--- config.mk ---
export PLATFORM = sky130hd
export DESIGN_NAME = wb_slave_regfile_flat
export DESIGN_NICKNAME = d
export VERILOG_FILES = /design/src/rtl/wb_slave_regfile_if.sv /design/src/rtl/wb_slave_regfile.sv /design/src/flat_wrapper.sv
export SDC_FILE = /design/constraint.sdc
export NUM_CORES = 1
export LEC_CHECK = 0
export ABC_AREA = 1
export CAP_MARGIN = 30
export CORE_ASPECT_RATIO = 1.2
export CORE_MARGIN = 2
export CORE_UTILIZATION = 51
export DETAILED_ROUTE_END_ITERATION = 8
export PLACE_DENSITY = 0.71
export SETUP_SLACK_MARGIN = 0.3
export SLEW_MARGIN = 5
export SYNTH_ARGS = -nofsm -noshare
export SYNTH_HDL_FRONTEND = slang
export SYNTH_SLANG_ARGS = --single-unit
export TNS_END_PERCENT = 5
--- constraint.sdc ---
create_clock -name clk_i -period 21 [get_ports clk_i]
set_input_delay 4.2 -clock clk_i [delete_from_list [all_inputs] [get_ports clk_i]]
set_output_delay 4.2 -clock clk_i [all_outputs]
set_load 0.02 [all_outputs]
--- src/rtl/wb_slave_regfile_if.sv ---
// rtl/wb_slave_regfile_if.sv - Wishbone B4 pipelined bus bundle for the register file slave
interface wb_slave_regfile_if #(
  parameter int ADDR_WIDTH = 16,
  parameter int DATA_WIDTH = 32,
  parameter int GRANULE    = 8
);
  localparam int SEL_WIDTH = DATA_WIDTH / GRANULE;

  logic                  cyc_i;
  logic                  stb_i;
  logic                  we_i;
  logic [ADDR_WIDTH-1:0] adr_i;
  logic [DATA_WIDTH-1:0] dat_i;
  logic [SEL_WIDTH-1:0]  sel_i;
  logic [DATA_WIDTH-1:0] dat_o;
  logic                  ack_o;
  logic                  err_o;
  logic                  stall_o;

  modport master (
    output cyc_i, stb_i, we_i, adr_i, dat_i, sel_i,
    input  dat_o, ack_o, err_o, stall_o
  );

  modport slave (
    input  cyc_i, stb_i, we_i, adr_i, dat_i, sel_i,
    output dat_o, ack_o, err_o, stall_o
  );
endinterface

--- src/rtl/wb_slave_regfile.sv ---
// rtl/wb_slave_regfile.sv - Wishbone pipelined slave with byte-lane writable register file
// Register 0 is a read-only ID; one request outstanding, optional wait states.
module wb_slave_regfile #(
  parameter int                     ADDR_WIDTH   = 16,
  parameter int                     DATA_WIDTH   = 32,
  parameter int                     GRANULE      = 8,
  parameter int                     REGISTER_NUM = 16,
  parameter int                     WAIT_STATES  = 0,
  parameter logic [DATA_WIDTH-1:0]  ID_VALUE     = 32'h5742_0001
) (
  input  logic                  clk_i,
  input  logic                  rst_i,
  wb_slave_regfile_if.slave     bus
);
  localparam int SEL_WIDTH = DATA_WIDTH / GRANULE;
  localparam int IDX_W     = (REGISTER_NUM > 1) ? $clog2(REGISTER_NUM) : 1;

  typedef enum logic [1:0] {S_IDLE, S_WAIT, S_RESP} state_t;

  state_t                state, state_nx;
  logic [3:0]            wait_cnt;
  logic                  req_we;
  logic                  req_err;
  logic [IDX_W-1:0]      req_idx;
  logic [DATA_WIDTH-1:0] req_dat;
  logic [SEL_WIDTH-1:0]  req_sel;
  logic [DATA_WIDTH-1:0] dat_q;
  logic [DATA_WIDTH-1:0] rd_data;
  logic [DATA_WIDTH-1:0] dat_nx;
  logic [DATA_WIDTH-1:0] regs [REGISTER_NUM];
  logic                  stall;
  logic                  accept;
  logic                  bad_idx;
  logic                  resp_live;
  logic                  ack;
  logic                  err;

  assign stall     = (state == S_WAIT);
  assign accept    = bus.cyc_i & bus.stb_i & ~stall;
  assign bad_idx   = (bus.adr_i >= ADDR_WIDTH'(REGISTER_NUM));
  // Dropping cyc_i kills the response in the same cycle it would be driven.
  assign resp_live = (state == S_RESP) & bus.cyc_i;
  assign ack       = resp_live & ~req_err;
  assign err       = resp_live & req_err;

  assign bus.stall_o = stall;
  assign bus.ack_o   = ack;
  assign bus.err_o   = err;
  assign bus.dat_o   = dat_nx;

  always_comb begin
    state_nx = state;
    case (state)
      S_IDLE: begin
        if (accept) state_nx = (WAIT_STATES > 0) ? S_WAIT : S_RESP;
      end
      S_WAIT: begin
        if (!bus.cyc_i)          state_nx = S_IDLE;
        else if (wait_cnt == '0) state_nx = S_RESP;
      end
      S_RESP: begin
        if (accept) state_nx = (WAIT_STATES > 0) ? S_WAIT : S_RESP;
        else        state_nx = S_IDLE;
      end
      default: state_nx = S_IDLE;
    endcase
  end

  always_ff @(posedge clk_i or posedge rst_i) begin
    if (rst_i) begin
      state    <= S_IDLE;
      wait_cnt <= '0;
    end else begin
      state <= state_nx;
      if (accept)
        wait_cnt <= 4'(WAIT_STATES - 1);
      else if (stall && wait_cnt != '0)
        wait_cnt <= wait_cnt - 4'd1;
    end
  end

  always_ff @(posedge clk_i or posedge rst_i) begin
    if (rst_i) begin
      req_we  <= 1'b0;
      req_err <= 1'b0;
      req_idx <= '0;
      req_dat <= '0;
      req_sel <= '0;
    end else if (accept) begin
      req_we  <= bus.we_i;
      req_err <= bad_idx | (bus.we_i & (bus.adr_i == '0));
      req_idx <= bus.adr_i[IDX_W-1:0];
      req_dat <= bus.dat_i;
      req_sel <= bus.sel_i;
    end
  end

  always_comb begin
    rd_data = ID_VALUE;
    if (req_idx != '0) rd_data = regs[req_idx];
  end

  // Read data and error zeros are registered so dat_o holds between responses.
  always_comb begin
    dat_nx = dat_q;
    if (resp_live) begin
      if (req_err)      dat_nx = '0;
      else if (!req_we) dat_nx = rd_data;
    end
  end

  always_ff @(posedge clk_i or posedge rst_i) begin
    if (rst_i) dat_q <= '0;
    else       dat_q <= dat_nx;
  end

  always_ff @(posedge clk_i or posedge rst_i) begin
    if (rst_i) begin
      for (int i = 0; i < REGISTER_NUM; i++) regs[i] <= '0;
    end else if (ack && req_we) begin
      for (int k = 0; k < SEL_WIDTH; k++) begin
        if (req_sel[k]) regs[req_idx][k*GRANULE +: GRANULE] <= req_dat[k*GRANULE +: GRANULE];
      end
    end
  end
endmodule

--- src/flat_wrapper.sv ---
// flat-port wrapper written by rule: the top's interface ports become plain ports
module wb_slave_regfile_flat 
#(
  parameter int                     ADDR_WIDTH   = 16,
  parameter int                     DATA_WIDTH   = 32,
  parameter int                     GRANULE      = 8,
  parameter int                     REGISTER_NUM = 16,
  parameter int                     WAIT_STATES  = 0,
  parameter logic [DATA_WIDTH-1:0]  ID_VALUE     = 32'h5742_0001
)
  (clk_i, rst_i, bus_cyc_i, bus_stb_i, bus_we_i, bus_adr_i, bus_dat_i, bus_sel_i, bus_dat_o, bus_ack_o, bus_err_o, bus_stall_o);
  wb_slave_regfile_if #(.ADDR_WIDTH(ADDR_WIDTH), .DATA_WIDTH(DATA_WIDTH), .GRANULE(GRANULE)) bus_i ();
  input  logic clk_i;
  input  logic rst_i;
  input wire logic [$bits(bus_i.cyc_i)-1:0] bus_cyc_i;
  input wire logic [$bits(bus_i.stb_i)-1:0] bus_stb_i;
  input wire logic [$bits(bus_i.we_i)-1:0] bus_we_i;
  input wire logic [$bits(bus_i.adr_i)-1:0] bus_adr_i;
  input wire logic [$bits(bus_i.dat_i)-1:0] bus_dat_i;
  input wire logic [$bits(bus_i.sel_i)-1:0] bus_sel_i;
  output wire logic [$bits(bus_i.dat_o)-1:0] bus_dat_o;
  output wire logic [$bits(bus_i.ack_o)-1:0] bus_ack_o;
  output wire logic [$bits(bus_i.err_o)-1:0] bus_err_o;
  output wire logic [$bits(bus_i.stall_o)-1:0] bus_stall_o;
  assign bus_i.cyc_i = bus_cyc_i;
  assign bus_i.stb_i = bus_stb_i;
  assign bus_i.we_i = bus_we_i;
  assign bus_i.adr_i = bus_adr_i;
  assign bus_i.dat_i = bus_dat_i;
  assign bus_i.sel_i = bus_sel_i;
  assign bus_dat_o = bus_i.dat_o;
  assign bus_ack_o = bus_i.ack_o;
  assign bus_err_o = bus_i.err_o;
  assign bus_stall_o = bus_i.stall_o;
  wb_slave_regfile #(.ADDR_WIDTH(ADDR_WIDTH), .DATA_WIDTH(DATA_WIDTH), .GRANULE(GRANULE), .REGISTER_NUM(REGISTER_NUM), .WAIT_STATES(WAIT_STATES), .ID_VALUE(ID_VALUE)) u_core (.clk_i(clk_i), .rst_i(rst_i), .bus(bus_i));
endmodule
# Word-level counts from Yosys, hierarchy flattened
# Cells that the tools add are included.
# totals
word_cells	85
out_inout_bits	35
inputBits	57
ff_bits	592
mem_count	0
rom_bits	0
ramBits	0
latchBits	0
# classes
shift	0
div	0
muxes	33
eq_ne	4
multipliers	0
reduce_logical	10
magnitude_cmp	3
bitwise	10
n_addsub	1
# ops
op	count
512-bit two-way mux	7
512-bit bitwise mux	4
32-bit demux with 4-bit select	4
32-bit two-way mux	7
32-bit binary-select mux with 4-bit select	1
24-bit two-way mux	1
16-bit by 5-bit >= comparator with 1-bit output, second input constant	1
16-bit zero test	1
16-bit two-way mux	1
2-bit two-way mux	4
4-bit two-way mux	2
8-bit two-way mux	1
4-bit nonzero test	2
1-bit bitwise AND	6
2-bit case mux with 3 select lines	1
5-bit >= comparator, second input constant	1
5-bit by 1-bit less-than comparator with 1-bit output, second input constant	1
4-bit NOT with 5-bit output	1
4-bit zero test	1
4-bit by 1-bit subtractor with 4-bit output, second input constant	1
1-bit logical AND	3
3-bit != test, second input constant	1
2-bit by 1-bit == test with 1-bit output, second input constant	1
2-bit == test, second input constant	1
other kinds (6)	7

# Logic depth before layout (Yosys ltp)
# logic_depth
ltp_word	16
depth_mapped	12
ltp_nobuf	9

# Least setup slack after synthesis
# Ideal clock, no wire load.
# synth_timing
path_kind	in2out
from	in bus_cyc_i
to	out bus_dat_o[10]
arrival_time_ns	5.335
n_path_buf	2
path_slack_ns	11.465
path_stages	6
cell_sequence	nand2_1 > clkbuf_1 > nor4_2 > clkbuf_1 > o21ai_0 > nand2_1
# synth_between
elab_chain_cells	2
# synth_lines
element	line_no	rtl
start: declaration	flat_wrapper.sv:15	input wire logic [$bits(bus_i.cyc_i)-1:0] bus_cyc_i;
1-bit bitwise AND	wb_slave_regfile.sv:42	assign resp_live = (state == S_RESP) & bus.cyc_i;
32-bit two-way mux	wb_slave_regfile.sv:106	if (resp_live) begin
end: declaration	flat_wrapper.sv:21	output wire logic [$bits(bus_i.dat_o)-1:0] bus_dat_o;
# No other way between the ends.

# Worst setup path after layout
# layout_timing
from	in bus_cyc_i
to	out bus_dat_o[27]
# The elaborated chain is that of the path after synthesis.

==> metrics.cfg <==
[run_status]
status = completed

[detailed_routing]
finalWirelength_um = 71540
drt_iter0_drc = 2394
vias = 22230
drc = 0
ant_nets = 0
wl_per_cell_um = 18.33
via_per_inst = 5.695
first_pass_iters = 6

[synth]
synth_cell_types = 24
synth_top_family_by_area = simple AND/OR/NAND/NOR gates
synth_simple_gate_area_share_pct = 27.92
synth-compound-area-share_pct = 11.58
yosys.area.top_type = dfrtp_1
synth_adder_area_share_pct = 0
synth_fp_nets = 3320
synth_most_common_cell = nand2_1
syn-cell-area_um2 = 26100
synth.top_cell.area_share_pct = 56.27
netlist_top_cells_area = dfrtp_1 56%, nand2_1 21%, o21ai_1 8.3%, nand3_1 4.3%, o21ai_0 3.0%
ys_top_cells_by_count = 1482 x nand2_1, 587 x dfrtp_1, 434 x o21ai_1
avgSynthCellArea_um2 = 8.000
ys_seq_area_share_pct = 56.27
synthXorXnorAreaFrac_pct = 0
synthArstFlopShare_pct = 100.0
synth_edf_count = 0
synthMuxAreaShare_pct = 0
synth_seq_cells = 587
synth_top_flop_cell = dfrtp_1
syn_inst = 3263
yosysWarnings = 0

[flow_run]
maxCapViolCount = 0

[floorplanning]
ioPinCount = 92
num_rows = 90
coreArea_um2 = 50450
die_h_um = 251.8
die_w_um = 210.5
start_util_pct = 51.74
die_area_um2 = 53020

[timing]
setup_viol = 0
finalWorstSetupSlack_ns = 9.432
finClkSkew_ns = 0.007973
rsz0062_at_grt = false
fmax_ghz = 0.08645
hold_viol = 0
setup_tns_ns = 0
slew_viol_final = 0
hold_slack_ns = 0.4766
tightest_slew_ns = 0.9886
fin_crit_sh_pct = 55.09
slew_headroom_pct = 34.09
post-route-min-period_ns = 11.57

[worst_hold_path]
hold_depth = 2
min_from = u_core.dat_q[31]
hold_path_class = register to register
min_to = u_core.dat_q[31]

[worst_setup_path]
crit_path_max_fanout = 24
critPathKind = input pin to primary output
reg2regPathDepth = 9
regToRegEndpoint = u_core.regs[425]
path_cells = clkdlybuf4s50_1, nand2_1, nor2_2, nand2_2, nand3_1, buf_4, nand2_1, nand2_1, clkdlybuf4s50_1
startpoint_type = input pin
path_buf_inv = 3
critPathTopFamily = simple AND/OR/NAND/NOR gates
arrival_ns = 7.37
cpMostUsedCell = nand2_1
worstSetupEndpointType = primary output
critical-path-max-stage-delay_ns = 0.64
reg2reg_from = u_core.req_idx[0]
slowest_stage = clkdlybuf4s50_1
required_ns = 16.80
regToRegSetupSlack_ns = 16.38

[global_route]
grt_pass1_wl_um = 116300
grt_max_degree = 184
first_global_vias = 21410
antenna_found_initial = 1
grt_use_total_pct = 27.50
grt_overflow = 0

[finish]
utilization_pct = 57.81
area_growth_pct = 11.72
drive_above_1_share_pct = 4.664
n_antenna_cell = 0
nets = 3276

[clocking]
path_clk_slew_ns = 0.06
cts_buffers = 58
cts_tree = built
clock_latency_ns = 0.62
clock-sinks = 587
cts_max_level = 2
hold_buffers = 0
clockBufferDepth = 3
cts_root_buffer = clkbuf_16
cts_setup_buffers = 0
post_cts_resized = 0

[power_and_ir_drop]
total_power_uw = 2421
p_leak_uw = 0.01387
powerDensity_nw_per_um2 = 83.02
ir_worst_vdd_mv = 0.06905

[placement]
dp_hpwl_um = 42210
gp_congestion = 0.8147
io_buffers = 90
place_ws_ns = 9.446

-- layer usage --
metal	GRT usage [%]	vias up	routed length, um
li1	-	10500	-
met4	10.00	0	2575
met3	4.083	163	5125
met5	0	-	0
met1	37.97	10670	30070
met2	44.44	892	33770
-- how the worst max path moves through the flow --
stage          cells past startpoint               to  slack (ns)       from
3_5_place_dp                       9    bus_dat_o[27]        9.45  bus_cyc_i
6_report                           9    bus_dat_o[27]        9.43  bus_cyc_i
4_1_cts                            9    bus_dat_o[27]        9.43  bus_cyc_i
3_3_place_gp                       7     bus_dat_o[8]        9.42  bus_cyc_i
5_1_grt                            9    bus_dat_o[27]        9.19  bus_cyc_i
2_1_floorplan                      1  u_core.dat_q[0]        0.37      rst_i
-- worst min-delay path: cells and delay by family, from the launching register on --
kind / cells / cell delay, ns
simple gates: 2 / 0.12
flops: 1 / 0.32
-- through the flow --
stage | cell area, um2 | instances
final | 29160 | 3903
after CTS | 29110 | 3901
after global placement | 27100 | 3797
after global routing | 29160 | 3903
after detailed placement | 27200 | 3801
after floorplan | 26100 | 3263
-- cells in the final DEF (no fill, tap or decap), types with 21 or more instances in the layout --
cell             synthesis  final
o21ai_0                155    155
nand3_1                224    224
nand4_1                 48     48
nor2_1                  22     22
clkdlybuf4s50_1          0     90
o21ai_1                434    434
nand2_1               1482   1482
nand2_2                 21     21
inv_1                   43     42
clkbuf_16                0     61
dfrtp_1                587    585
-- logic make-up after synthesis --
kind of cell    Yosys count
simple gates           1807
other cells               1
buf+inv                 269
flops                   587
compound gates          599
-- state kept, by name, summed over array words and instances (netlist names) --
| signal | count |
|---|---|
| u_core.regs | 512 |
| u_core.dat_q | 32 |
| u_core.req_dat | 32 |
| u_core.req_idx | 4 |
| u_core.req_sel | 4 |
| u_core.req_err | 1 |
| u_core.req_we | 1 |
| u_core.state | 1 |
-- power breakdown --
group / total (uW) / switching (uW) / internal, uW
logic: 218 / 185 / 33.0
clock network: 1040 / 432 / 612
registers: 1160 / 11.7 / 1150
-- final cells by class --
cell class,instances,area [um2]
timing repair buffer,113,1202
inverter,52,215.2
clock inverter,8,90.09
sequential,587,14700
multi-input combinational,2407,10330
tap,644,805.8
fill,4401,21280
clock buffer,92,1823
Note: power is estimated with default switching activity, not from simulation.
